[src/rtl/bp_pkg.sv]
// Shared definitions for the branch resolve queue.
// Contents:
//   GHR_W_DEF / IDX_W_DEF : default global-history and PHT-index widths
//   PC_INC                : fall-through increment for a not-taken branch
//   FLUSH_NONE / FLUSH_MISPRED : pipeline flush encodings (bit 1 = flush IF/ID/EX)
//   brq_state_e           : recovery FSM states
package bp_pkg;

   localparam int GHR_W_DEF = 3;
   localparam int IDX_W_DEF = 3;

   localparam logic [31:0] PC_INC = 32'd4;

   localparam logic [1:0] FLUSH_NONE    = 2'b00;
   localparam logic [1:0] FLUSH_MISPRED = 2'b10;

   typedef enum logic {
      ST_RUN     = 1'b0,
      ST_RECOVER = 1'b1
   } brq_state_e;

endpackage

[src/rtl/branch_resolve_queue_if.sv]
// Bus bundle between the pipeline (master) and the branch resolve queue (slave).
// Push group  : push_valid, push_idx, push_pred_taken, push_target, push_pc, push_ghr
// Resolve group: resolve_valid, resolve_taken, resolve_target
// Status      : full, underflow_err, count
// Update      : upd_valid, upd_idx, upd_taken
// Redirect    : mispredict, redirect_pc, ghr_restore, flush
interface branch_resolve_queue_if #(
   parameter int GHR_W = 3,
   parameter int IDX_W = 3,
   parameter int CNT_W = 3
);
   logic             push_valid;
   logic [IDX_W-1:0] push_idx;
   logic             push_pred_taken;
   logic [31:0]      push_target;
   logic [31:0]      push_pc;
   logic [GHR_W-1:0] push_ghr;

   logic             resolve_valid;
   logic             resolve_taken;
   logic [31:0]      resolve_target;

   logic             full;
   logic             upd_valid;
   logic [IDX_W-1:0] upd_idx;
   logic             upd_taken;
   logic             mispredict;
   logic [31:0]      redirect_pc;
   logic [GHR_W-1:0] ghr_restore;
   logic [1:0]       flush;
   logic             underflow_err;
   logic [CNT_W-1:0] count;

   modport master (
      output push_valid, push_idx, push_pred_taken, push_target, push_pc, push_ghr,
      output resolve_valid, resolve_taken, resolve_target,
      input  full, upd_valid, upd_idx, upd_taken, mispredict, redirect_pc,
      input  ghr_restore, flush, underflow_err, count
   );

   modport slave (
      input  push_valid, push_idx, push_pred_taken, push_target, push_pc, push_ghr,
      input  resolve_valid, resolve_taken, resolve_target,
      output full, upd_valid, upd_idx, upd_taken, mispredict, redirect_pc,
      output ghr_restore, flush, underflow_err, count
   );

endinterface

[src/rtl/brq_entry_fifo.sv]
// Circular buffer of in-flight branch entries.
// Ports:
//   clk, rst_n  : clock, asynchronous active-low reset (pointers/count only)
//   push, pop   : enqueue wr_data / dequeue head; both may be set together
//   clear       : drop every entry (rd_ptr jumps to wr_ptr); overrides push/pop
//   wr_data     : entry to enqueue
//   head_data   : oldest entry (combinational from storage)
//   count       : occupancy, 0..DEPTH
// The caller guarantees push is only raised when a slot is (or is being) freed.
module brq_entry_fifo #(
   parameter  int DEPTH = 4,
   parameter  int W     = 8,
   localparam int PTR_W = $clog2(DEPTH),
   localparam int CNT_W = PTR_W + 1
) (
   input  logic             clk,
   input  logic             rst_n,
   input  logic             push,
   input  logic             pop,
   input  logic             clear,
   input  logic [W-1:0]     wr_data,
   output logic [W-1:0]     head_data,
   output logic [CNT_W-1:0] count
);

   logic [W-1:0]     mem_q [DEPTH];
   logic [PTR_W-1:0] wr_ptr_q, wr_ptr_d;
   logic [PTR_W-1:0] rd_ptr_q, rd_ptr_d;
   logic [CNT_W-1:0] count_q, count_d;

   // Storage carries no reset: an entry is only read after it was written.
   always_ff @(posedge clk) begin
      if (push && !clear) begin
         mem_q[wr_ptr_q] <= wr_data;
      end
   end

   always_comb begin
      wr_ptr_d = wr_ptr_q;
      rd_ptr_d = rd_ptr_q;
      count_d  = count_q;
      if (clear) begin
         rd_ptr_d = wr_ptr_q;
         count_d  = '0;
      end else begin
         // DEPTH is a power of two, so pointer overflow wraps modulo DEPTH.
         if (push) wr_ptr_d = wr_ptr_q + PTR_W'(1);
         if (pop)  rd_ptr_d = rd_ptr_q + PTR_W'(1);
         case ({push, pop})
            2'b10:   count_d = count_q + CNT_W'(1);
            2'b01:   count_d = count_q - CNT_W'(1);
            default: count_d = count_q;
         endcase
      end
   end

   always_ff @(posedge clk or negedge rst_n) begin
      if (!rst_n) begin
         wr_ptr_q <= '0;
         rd_ptr_q <= '0;
         count_q  <= '0;
      end else begin
         wr_ptr_q <= wr_ptr_d;
         rd_ptr_q <= rd_ptr_d;
         count_q  <= count_d;
      end
   end

   assign head_data = mem_q[rd_ptr_q];
   assign count     = count_q;

endmodule

[src/rtl/branch_resolve_queue.sv]
// In-order tracker for conditional branches between prediction and resolution.
// Ports:
//   clk   : system clock
//   rst_n : asynchronous active-low reset
//   bus   : slave side of branch_resolve_queue_if (push, resolve, update,
//           redirect and status signals)
// A resolve is checked against the oldest entry. Every meaningful resolve
// produces a registered predictor update one cycle later; a mispredict also
// produces a one-cycle redirect/flush, empties the queue and parks the FSM in
// RECOVER for one cycle during which pushes and resolves are ignored.
module branch_resolve_queue
   import bp_pkg::*;
#(
   parameter int DEPTH = 4,
   parameter int GHR_W = GHR_W_DEF,
   parameter int IDX_W = IDX_W_DEF
) (
   input  logic                  clk,
   input  logic                  rst_n,
   branch_resolve_queue_if.slave bus
);

   localparam int CNT_W = $clog2(DEPTH) + 1;
   localparam int ENT_W = IDX_W + 1 + 32 + 32 + GHR_W;

   // Entry layout, MSB first: {idx, pred_taken, target, pc, ghr}
   localparam int OFS_PC     = GHR_W;
   localparam int OFS_TARGET = GHR_W + 32;
   localparam int OFS_PRED   = GHR_W + 64;
   localparam int OFS_IDX    = GHR_W + 65;

   brq_state_e state_q, state_d;

   logic [ENT_W-1:0] wr_entry;
   logic [ENT_W-1:0] head_entry;
   logic [CNT_W-1:0] fifo_count;

   logic [IDX_W-1:0] head_idx;
   logic             head_pred;
   logic [31:0]      head_target;
   logic [31:0]      head_pc;
   logic [GHR_W-1:0] head_ghr;

   logic in_run;
   logic q_empty;
   logic q_full;
   logic res_ok;
   logic mispredict_now;
   logic do_push;
   logic do_pop;
   logic [31:0] correct_pc;

   logic             upd_valid_q, upd_valid_d;
   logic [IDX_W-1:0] upd_idx_q, upd_idx_d;
   logic             upd_taken_q, upd_taken_d;
   logic             mispredict_q, mispredict_d;
   logic [31:0]      redirect_pc_q, redirect_pc_d;
   logic [GHR_W-1:0] ghr_restore_q, ghr_restore_d;
   logic [1:0]       flush_q, flush_d;
   logic             underflow_q, underflow_d;

   assign wr_entry = {bus.push_idx, bus.push_pred_taken, bus.push_target,
                      bus.push_pc, bus.push_ghr};

   assign head_ghr    = head_entry[GHR_W-1:0];
   assign head_pc     = head_entry[OFS_PC +: 32];
   assign head_target = head_entry[OFS_TARGET +: 32];
   assign head_pred   = head_entry[OFS_PRED];
   assign head_idx    = head_entry[OFS_IDX +: IDX_W];

   brq_entry_fifo #(
      .DEPTH (DEPTH),
      .W     (ENT_W)
   ) u_fifo (
      .clk       (clk),
      .rst_n     (rst_n),
      .push      (do_push),
      .pop       (do_pop),
      .clear     (mispredict_now),
      .wr_data   (wr_entry),
      .head_data (head_entry),
      .count     (fifo_count)
   );

   // Resolve compare and queue control
   always_comb begin
      q_empty = (fifo_count == '0);
      q_full  = (fifo_count == CNT_W'(DEPTH));
      res_ok  = bus.resolve_valid && !q_empty && in_run;
      mispredict_now = res_ok &&
                       ((bus.resolve_taken != head_pred) ||
                        (bus.resolve_taken && head_pred &&
                         (bus.resolve_target != head_target)));
      do_pop  = res_ok && !mispredict_now;
      // A same-cycle pop frees the slot, so a full queue can still accept.
      do_push = bus.push_valid && in_run && !mispredict_now && (!q_full || do_pop);
      correct_pc = bus.resolve_taken ? bus.resolve_target : (head_pc + PC_INC);
   end

   // FSM: state register
   always_ff @(posedge clk or negedge rst_n) begin
      if (!rst_n) state_q <= ST_RUN;
      else        state_q <= state_d;
   end

   // FSM: next state
   always_comb begin
      state_d = state_q;
      case (state_q)
         ST_RUN:     if (mispredict_now) state_d = ST_RECOVER;
         ST_RECOVER: state_d = ST_RUN;
         default:    state_d = ST_RUN;
      endcase
   end

   // FSM: outputs
   always_comb begin
      in_run   = (state_q == ST_RUN);
      bus.full = q_full || (state_q == ST_RECOVER);
   end

   // Registered update / redirect outputs
   always_comb begin
      upd_valid_d   = res_ok;
      upd_idx_d     = res_ok ? head_idx : upd_idx_q;
      upd_taken_d   = res_ok ? bus.resolve_taken : upd_taken_q;
      mispredict_d  = mispredict_now;
      redirect_pc_d = mispredict_now ? correct_pc : 32'd0;
      // Restored history is the snapshot shifted left with the real outcome.
      ghr_restore_d = mispredict_now ? ((head_ghr << 1) | GHR_W'(bus.resolve_taken))
                                     : '0;
      flush_d       = mispredict_now ? FLUSH_MISPRED : FLUSH_NONE;
      // Resolves during RECOVER are ignored and never count as underflow.
      underflow_d   = underflow_q || (bus.resolve_valid && in_run && q_empty);
   end

   always_ff @(posedge clk or negedge rst_n) begin
      if (!rst_n) begin
         upd_valid_q   <= 1'b0;
         upd_idx_q     <= '0;
         upd_taken_q   <= 1'b0;
         mispredict_q  <= 1'b0;
         redirect_pc_q <= 32'd0;
         ghr_restore_q <= '0;
         flush_q       <= FLUSH_NONE;
         underflow_q   <= 1'b0;
      end else begin
         upd_valid_q   <= upd_valid_d;
         upd_idx_q     <= upd_idx_d;
         upd_taken_q   <= upd_taken_d;
         mispredict_q  <= mispredict_d;
         redirect_pc_q <= redirect_pc_d;
         ghr_restore_q <= ghr_restore_d;
         flush_q       <= flush_d;
         underflow_q   <= underflow_d;
      end
   end

   assign bus.upd_valid     = upd_valid_q;
   assign bus.upd_idx       = upd_idx_q;
   assign bus.upd_taken     = upd_taken_q;
   assign bus.mispredict    = mispredict_q;
   assign bus.redirect_pc   = redirect_pc_q;
   assign bus.ghr_restore   = ghr_restore_q;
   assign bus.flush         = flush_q;
   assign bus.underflow_err = underflow_q;
   assign bus.count         = fifo_count;

endmodule
[src/flat_wrapper.sv]
// flat-port wrapper written by rule: the top's interface ports become plain ports
module branch_resolve_queue_flat import bp_pkg::*;
#(
   parameter int DEPTH = 4,
   parameter int GHR_W = GHR_W_DEF,
   parameter int IDX_W = IDX_W_DEF
)
  (clk, rst_n, bus_push_valid, bus_push_idx, bus_push_pred_taken, bus_push_target, bus_push_pc, bus_push_ghr, bus_resolve_valid, bus_resolve_taken, bus_resolve_target, bus_full, bus_upd_valid, bus_upd_idx, bus_upd_taken, bus_mispredict, bus_redirect_pc, bus_ghr_restore, bus_flush, bus_underflow_err, bus_count);
  branch_resolve_queue_if #(.GHR_W(GHR_W), .IDX_W(IDX_W)) bus_i ();
  input  logic clk;
  input  logic rst_n;
  input wire logic [$bits(bus_i.push_valid)-1:0] bus_push_valid;
  input wire logic [$bits(bus_i.push_idx)-1:0] bus_push_idx;
  input wire logic [$bits(bus_i.push_pred_taken)-1:0] bus_push_pred_taken;
  input wire logic [$bits(bus_i.push_target)-1:0] bus_push_target;
  input wire logic [$bits(bus_i.push_pc)-1:0] bus_push_pc;
  input wire logic [$bits(bus_i.push_ghr)-1:0] bus_push_ghr;
  input wire logic [$bits(bus_i.resolve_valid)-1:0] bus_resolve_valid;
  input wire logic [$bits(bus_i.resolve_taken)-1:0] bus_resolve_taken;
  input wire logic [$bits(bus_i.resolve_target)-1:0] bus_resolve_target;
  output wire logic [$bits(bus_i.full)-1:0] bus_full;
  output wire logic [$bits(bus_i.upd_valid)-1:0] bus_upd_valid;
  output wire logic [$bits(bus_i.upd_idx)-1:0] bus_upd_idx;
  output wire logic [$bits(bus_i.upd_taken)-1:0] bus_upd_taken;
  output wire logic [$bits(bus_i.mispredict)-1:0] bus_mispredict;
  output wire logic [$bits(bus_i.redirect_pc)-1:0] bus_redirect_pc;
  output wire logic [$bits(bus_i.ghr_restore)-1:0] bus_ghr_restore;
  output wire logic [$bits(bus_i.flush)-1:0] bus_flush;
  output wire logic [$bits(bus_i.underflow_err)-1:0] bus_underflow_err;
  output wire logic [$bits(bus_i.count)-1:0] bus_count;
  assign bus_i.push_valid = bus_push_valid;
  assign bus_i.push_idx = bus_push_idx;
  assign bus_i.push_pred_taken = bus_push_pred_taken;
  assign bus_i.push_target = bus_push_target;
  assign bus_i.push_pc = bus_push_pc;
  assign bus_i.push_ghr = bus_push_ghr;
  assign bus_i.resolve_valid = bus_resolve_valid;
  assign bus_i.resolve_taken = bus_resolve_taken;
  assign bus_i.resolve_target = bus_resolve_target;
  assign bus_full = bus_i.full;
  assign bus_upd_valid = bus_i.upd_valid;
  assign bus_upd_idx = bus_i.upd_idx;
  assign bus_upd_taken = bus_i.upd_taken;
  assign bus_mispredict = bus_i.mispredict;
  assign bus_redirect_pc = bus_i.redirect_pc;
  assign bus_ghr_restore = bus_i.ghr_restore;
  assign bus_flush = bus_i.flush;
  assign bus_underflow_err = bus_i.underflow_err;
  assign bus_count = bus_i.count;
  branch_resolve_queue #(.DEPTH(DEPTH), .GHR_W(GHR_W), .IDX_W(IDX_W)) u_core (.clk(clk), .rst_n(rst_n), .bus(bus_i));
endmodule
[config.mk]
export PLATFORM = sky130hd
export DESIGN_NAME = branch_resolve_queue_flat
export DESIGN_NICKNAME = d
export VERILOG_FILES = /design/src/rtl/bp_pkg.sv /design/src/rtl/branch_resolve_queue_if.sv /design/src/rtl/brq_entry_fifo.sv /design/src/rtl/branch_resolve_queue.sv /design/src/flat_wrapper.sv
export SDC_FILE = /design/constraint.sdc
export NUM_CORES = 1
export LEC_CHECK = 0
export BUFFER_PORTS_ARGS = -buffer_cell sky130_fd_sc_hd__buf_4
export CAP_MARGIN = 30
export CORE_MARGIN = 1
export CORE_UTILIZATION = 35
export CTS_CLUSTER_DIAMETER = 50
export CTS_CLUSTER_SIZE = 30
export DETAILED_ROUTE_END_ITERATION = 10
export PLACE_DENSITY_LB_ADDON = 0.15
export SYNTH_ARGS = -nofsm -noshare
export SYNTH_HDL_FRONTEND = slang
export SYNTH_SLANG_ARGS = --single-unit
[constraint.sdc]
create_clock -name clk -period 7.6 [get_ports clk]
set_clock_uncertainty 0.2 [all_clocks]
set_input_delay 0.38 -clock clk [delete_from_list [all_inputs] [get_ports clk]]
set_output_delay 0.38 -clock clk [all_outputs]
set_load 0.01 [all_outputs]
-- After elaboration in Yosys (flattened, before gate mapping)
Memory sizes are Yosys's and may differ from the RTL's.
Cells that the tools add are included.
- flip-flop bits (word level): 52
- RAM bits: 284
- bits of input ports: 108
- output and inout bits: 48
- logic and storage cells: 61
- memories: 1
- add/sub/neg operators: 5
- equality and inequality tests: 5
- multiplexer cells: 12
- bitwise logic cells: 3
- reduce and logical (&&, ||, !) cells: 23
- memory list (name ; words ; width ; rd ports ; clocked after Yosys merged registers in ; write ports ; RTL line ; RTL):
    u_core.u_fifo.mem_q ; 4 ; 71 ; 1 ; 0 ; 1 ; brq_entry_fifo.sv:26 ; logic [W-1:0] mem_q [DEPTH];
- operators by type and width (operator ; number):
    $mux 32 ; 2
    $add 32x3->32 const B ; 1
    $ne 32x32->1 ; 1
    $logic_and 1x1->1 ; 12
    $mux 2 ; 3
    $mux 3 ; 2
    $pmux 3 s2 ; 1
    $add 2x1->2 const B ; 2
    $logic_or 1x1->1 ; 4
    $add 3x1->3 const B ; 1
    $eq 3x3->1 const B ; 1
    $logic_not 1->1 ; 3
    $logic_not 3->1 ; 1
    $mux 1 ; 3
    $or 3x1->3 ; 1
    $reduce_bool 3->1 ; 1
    $sub 3x1->3 const B ; 1
    $eq 2x1->1 const B ; 1
    $eq 2x2->1 const B ; 1
    $not 1->1 ; 2
    $pmux 1 s2 ; 1
    $reduce_and 2->1 ; 1
    $reduce_bool 2->1 ; 1
    $ne 1x1->1 ; 1

-- Depth between registers and ports, before layout
- depth after elaboration: 12
- gate-level depth with buffers: 19
- depth with buffers taken out: 12

-- Cells and area by module
Synthesis repeated with hierarchy kept, for this count alone.
- cell total of the unflattened synthesis: 734
- area, all modules: 13698.1 um2
- modules (own cells, without submodules) (module ; instances ; cells an instance ; area each (um2) ; sequential area each (um2)):
    brq_entry_fifo ; 1 ; 412 ; 10749.1 ; 8703.3
    branch_resolve_queue ; 1 ; 322 ; 2949.1 ; 1076.0

-- Worst setup path after synthesis
OpenSTA, ideal clock, no wires.
- path type: flip-flop to flip-flop
- from: reg u_core.u_fifo.rd_ptr_q[0]
- to: mem u_core.u_fifo.mem_q[0][0] (netlist bit), enable pin
- setup time: 0.436 ns
- arrival time: 5.225 ns
- data required time: 6.964 ns
- slack: 1.739 ns
- stages on the path, launching flop included: 15
- path buffers: 7
- period minus slack after synthesis: 5.861 ns
- cell sequence: dfrtp_1 buf_6 buf_12 buf_12 buf_8 buf_12 buf_6 buf_2 mux4_2 ha_1 or3_1 a2111oi_4 a31oi_4 a21oi_4 and2_1
- word-level cells in the longest chain between the ends: 12
- elaborated cells on any way between the ends: 15
- those cells by class: 2 x eq/ne; 2 x mux; 10 x reduce/logical; 1 x memory
- RTL lines (what ; RTL line ; RTL):
    start: declaration ; brq_entry_fifo.sv:28 ; logic [PTR_W-1:0] rd_ptr_q, rd_ptr_d;
    start signal: assignment ; brq_entry_fifo.sv:64 ; rd_ptr_q <= rd_ptr_d;
    $mem_v2 4x71 (*) ; n/a ;
    $ne 32x32->1 / $logic_and 1x1->1 (equally long branches) ; branch_resolve_queue.sv:93, branch_resolve_queue.sv:92 ;
    $logic_and 1x1->1 ; branch_resolve_queue.sv:92 ; (bus.resolve_taken && head_pred &&
    $logic_or 1x1->1 (*) ; branch_resolve_queue.sv:91 ; ((bus.resolve_taken != head_pred) ||
    $logic_and 1x1->1 (*) ; branch_resolve_queue.sv:90 ; mispredict_now = res_ok &&
    $logic_not 1->1 (*) ; brq_entry_fifo.sv:33, branch_resolve_queue.sv:94, branch_resolve_queue.sv:96 ;
    $logic_and 1x1->1 ; branch_resolve_queue.sv:94 ; do_pop = res_ok && !mispredict_now;
    $logic_or 1x1->1 ; branch_resolve_queue.sv:96 ; do_push = bus.push_valid && in_run && !mispredict_now && (!q_full || do_pop);
    $logic_and 1x1->1 ; branch_resolve_queue.sv:96 ;
    $logic_and 1x1->1 (*) ; brq_entry_fifo.sv:33 ; if (push && !clear) begin
    $mux 1 (*) ; brq_entry_fifo.sv:33 ;
    $mux 1 (not written as such) (*) ; brq_entry_fifo.sv:34 ; mem_q[wr_ptr_q] <= wr_data;
    end: declaration ; brq_entry_fifo.sv:26 ;
Mark *: on every way between the ends. The rest lies on a longest branch, timed or not.

-- Worst setup path after layout
- from: reg u_core.u_fifo.rd_ptr_q[0]
- to: mem u_core.u_fifo.mem_q[3][42] (netlist bit), enable pin
The elaborated chain is that of the path after synthesis.

==> run metrics <==
status=finished, final reports clean; Logic pwr share=28.4%; register area share after synthesis=72.22%; required time worst endpoint=7.60 ns; WL/cell=21.26 um; unrepaired setup endpoints after global routing=false; worst vdd ir=157.4 uV; Initial DRT Pass Iterations=4; IO Count=156; smallest setup slack after layout=2.422 ns; Ys Warns=0; Pwr Total=6.280 mW; Sw Ratio=30.55%; Synth Area in Compound Gates=2.582%; Clock Pin Slew Worst Setup and Hold Paths=0.06 ns; initial antenna violation count=1; Syn Nets=822; met3 WL=1637 um; Max Fclk=193.1 MHz; die area=39000 um^2; die height=197.5 um; initial DRC count=366; GPL Wtd Cong=0.7524; largest family of logic cells by synthesized area=multiplexers; max layer used=met4; Clk Tree Root Cell=clkbuf_16; share of layout cells above drive strength 1=29.69%; # setup viols final=0; crit path time final=5.178 ns; post-DP HPWL=21070 um; # clock sinks=330; cell count after synthesis=707; pwr dens=361.8 nW/um^2; IO buf count=153; Post-synth EDFFs=280; flops & latches, synth=330; H-tree level count=2; Syn Area/Cell=18.92 um^2; Worst EP arrival=5.18 ns; Slew headroom=39.05%; Flop pwr share=41.1%; Total Wirelength=32300 um; xor/xnor share of the synthesized area=4.060%; post-route setup TNS=0 ns; CP endpoint kind=flip-flop; Fin. Hold Viols=0; via count=7243; hold buffers post-CTS=100; placed insts=1351; total grt overflow=0; Final Util=46.08%; Slew @ Worst Pin=0.9142 ns; Final Cycle Share=68.13%; library cells used by synthesis=56; non-filler instance count after layout=1519; Post-DRT Antenna Nets=0; largest net degree at the start of global routing=56; worst skew pair latency=0.52 ns; core footprint=37670 um^2; global-route wire length before repair=47820 um; M1 WL=14230 um; post-CTS setup buffers=0; share of the synthesized area in the top cell type=62.86%; Max FO, Critical Path=55; post-synthesis mux area share=12.90%; Switch Pwr=1.919 mW; Die Wd=197.5 um; Lkg Pwr=6.277 nW; Startpoint Class=flip-flop; Global Route Usage Sum=16.70%; CTS tree=yes; Clock Tree Buf Depth=3; cell taking the most area after synthesis=edfxtp_1; nets=1094; Area Overhead vs Synth=29.77%; vias in the first global route=7647; Synth Area in Simple Gates=5.482%; Post-Place Setup Slack=2.299 ns; vias per cell=4.768; Max-Cap Viols=0; Clock power frac=30.5%; area share of fa/ha/maj cells after synthesis=0.7109%; hold crit path type=in2reg; # resized after CTS=0; Site Rows=71; DRC violations left=0; Cell Int Power=4.362 mW; Setup Crit Path Kind=reg2reg; final slew viol count=0; main flop type after synthesis=edfxtp_1; cell area after synthesis=13380 um^2; Initial Utilization=35.51%; share of flip-flops with an asynchronous set or reset=15.15%; Area contributors post-synth=edfxtp_1 63%, dfrtp_1 9.4%, mux4_2 8.4%; met2 wire length=15880 um; CTS Buf Count=37
==> final cells by class <==
class	instances	area, um^2
multi-input cells	337	3455
diodes	1	2.502
repair buffers	266	2247
flip-flops and latches	330	9664
inverters	7	26.28
fillers	3353	20310
clock buffers	43	991.0
clock inverters	24	331.6
well taps	511	639.4
==> cells in the final DEF, fill, tap and decap left out, types with 2 or more instances in the layout <==
cell           count
clkinv_2           6
xor2_1            21
and2_4             4
a21oi_1            9
dfrtp_1           48
nand2b_1           5
nand3_1            7
buf_4            166
nor2b_1            5
dlygate4sd3_1    100
edfxtp_1         280
clkbuf_16         39
o21ai_0            5
a211oi_1          16
mux4_2            50
and3_1             6
bufinv_16          6
nor3_2             2
o311ai_0           2
inv_6              7
xnor2_1           41
and2_1             3
ha_1               6
mux2i_1           10
clkbuf_1           4
mux4_1            18
nor3_1             4
nand4_1           19
nand2_1           33
inv_1              5
nor2_1            47
==> sequential cells by signal (all words and copies together) (netlist names) <==
register	flops
u_core.u_fifo.wr_ptr_q	2
u_core.state_q	1
u_core.bus.flush	1
u_core.u_fifo.rd_ptr_q	2
u_core.u_fifo.mem_q	280
u_core.bus.upd_idx	3
u_core.bus.underflow_err	1
u_core.bus.upd_taken	1
u_core.bus.redirect_pc	32
u_core.bus.ghr_restore	3
u_core.u_fifo.count	3
u_core.bus.upd_valid	1
==> Yosys cell counts, drive strengths merged (10+ instances only) <==
master,count
mux4,68
nand4,20
a211oi,17
edfxtp,280
clkbuf,14
nor2,47
dfrtp,50
mux2i,10
a21oi,10
buf,19
nand2,34
xor2,21
xnor2,41
==> path summary, 6_finish.rpt <==
kind,startpoint,endpoint,slack [ns],cells past startpoint
worst max-delay path,u_core.u_fifo.rd_ptr_q[0]$_DFFE_PN0P_,u_core.u_fifo.mem_q[3][42]$_DFFE_PP_,2.42,9
worst min-delay path,bus_resolve_target[26],u_core.bus.redirect_pc[26]$_DFF_PN0_,0.02,3
worst max register to register,u_core.u_fifo.rd_ptr_q[0]$_DFFE_PN0P_,u_core.u_fifo.mem_q[3][42]$_DFFE_PP_,2.42,9
worst min register to register,u_core.bus.underflow_err$_DFF_PN0_,u_core.bus.underflow_err$_DFF_PN0_,0.28,1
max in group asynchronous,rst_n,u_core.u_fifo.rd_ptr_q[0]$_DFFE_PN0P_,6.43,2
min in group asynchronous,rst_n,u_core.bus.upd_idx[0]$_DFFE_PN0P_,0.25,2
==> worst max-delay path, stage by stage (launching register included) <==
cell and delay [ns]:
dfrtp_4 0.89, buf_4 0.45, mux4_1 0.62, xnor2_1 0.15, nand4_1 0.25, a2111oi_4 0.48, a31oi_4 0.25, a21oi_4 0.31
and2_4 0.79, buf_4 0.39
==> per-layer routing <==
metal / up-vias / global-route usage [%]
li1: 3338 / -
met1: 3686 / 22.52
met2: 173 / 27.97
met3: 46 / 3.005
met4: 0 / 4.020
met5: - / 0
==> stage by stage <==
stage               instance area (um^2)  hold slack [ns]
floorplan                          13380          -0.1156
global placement                   15030           0.2614
detailed placement                 15030           0.2651
CTS                                17350         0.006355
global route                       17360          0.03256
finish                             17360          0.01920
==> cells by family (layout without fill, tap and decap cells) <==
kind of cell,after synthesis,in the layout
fa+ha+maj,7,7
mux,80,80
simple gates,144,144
flops,330,330
buf+inv,40,340
other cells,1,2
compound gates,43,43
xor+xnor,62,62
==> power groups by stage <==
stage                     clock network (mW)  registers, mW  logic, mW
after global placement                     0           2.62       1.77
final                                   1.92           2.58       1.79
after floorplan                            0           2.55       1.26
after global routing                    2.03           2.62       1.94
after detailed placement                   0           2.63       1.78
after CTS                               1.96           2.59       1.83
Power figures use the tool's default switching activity.
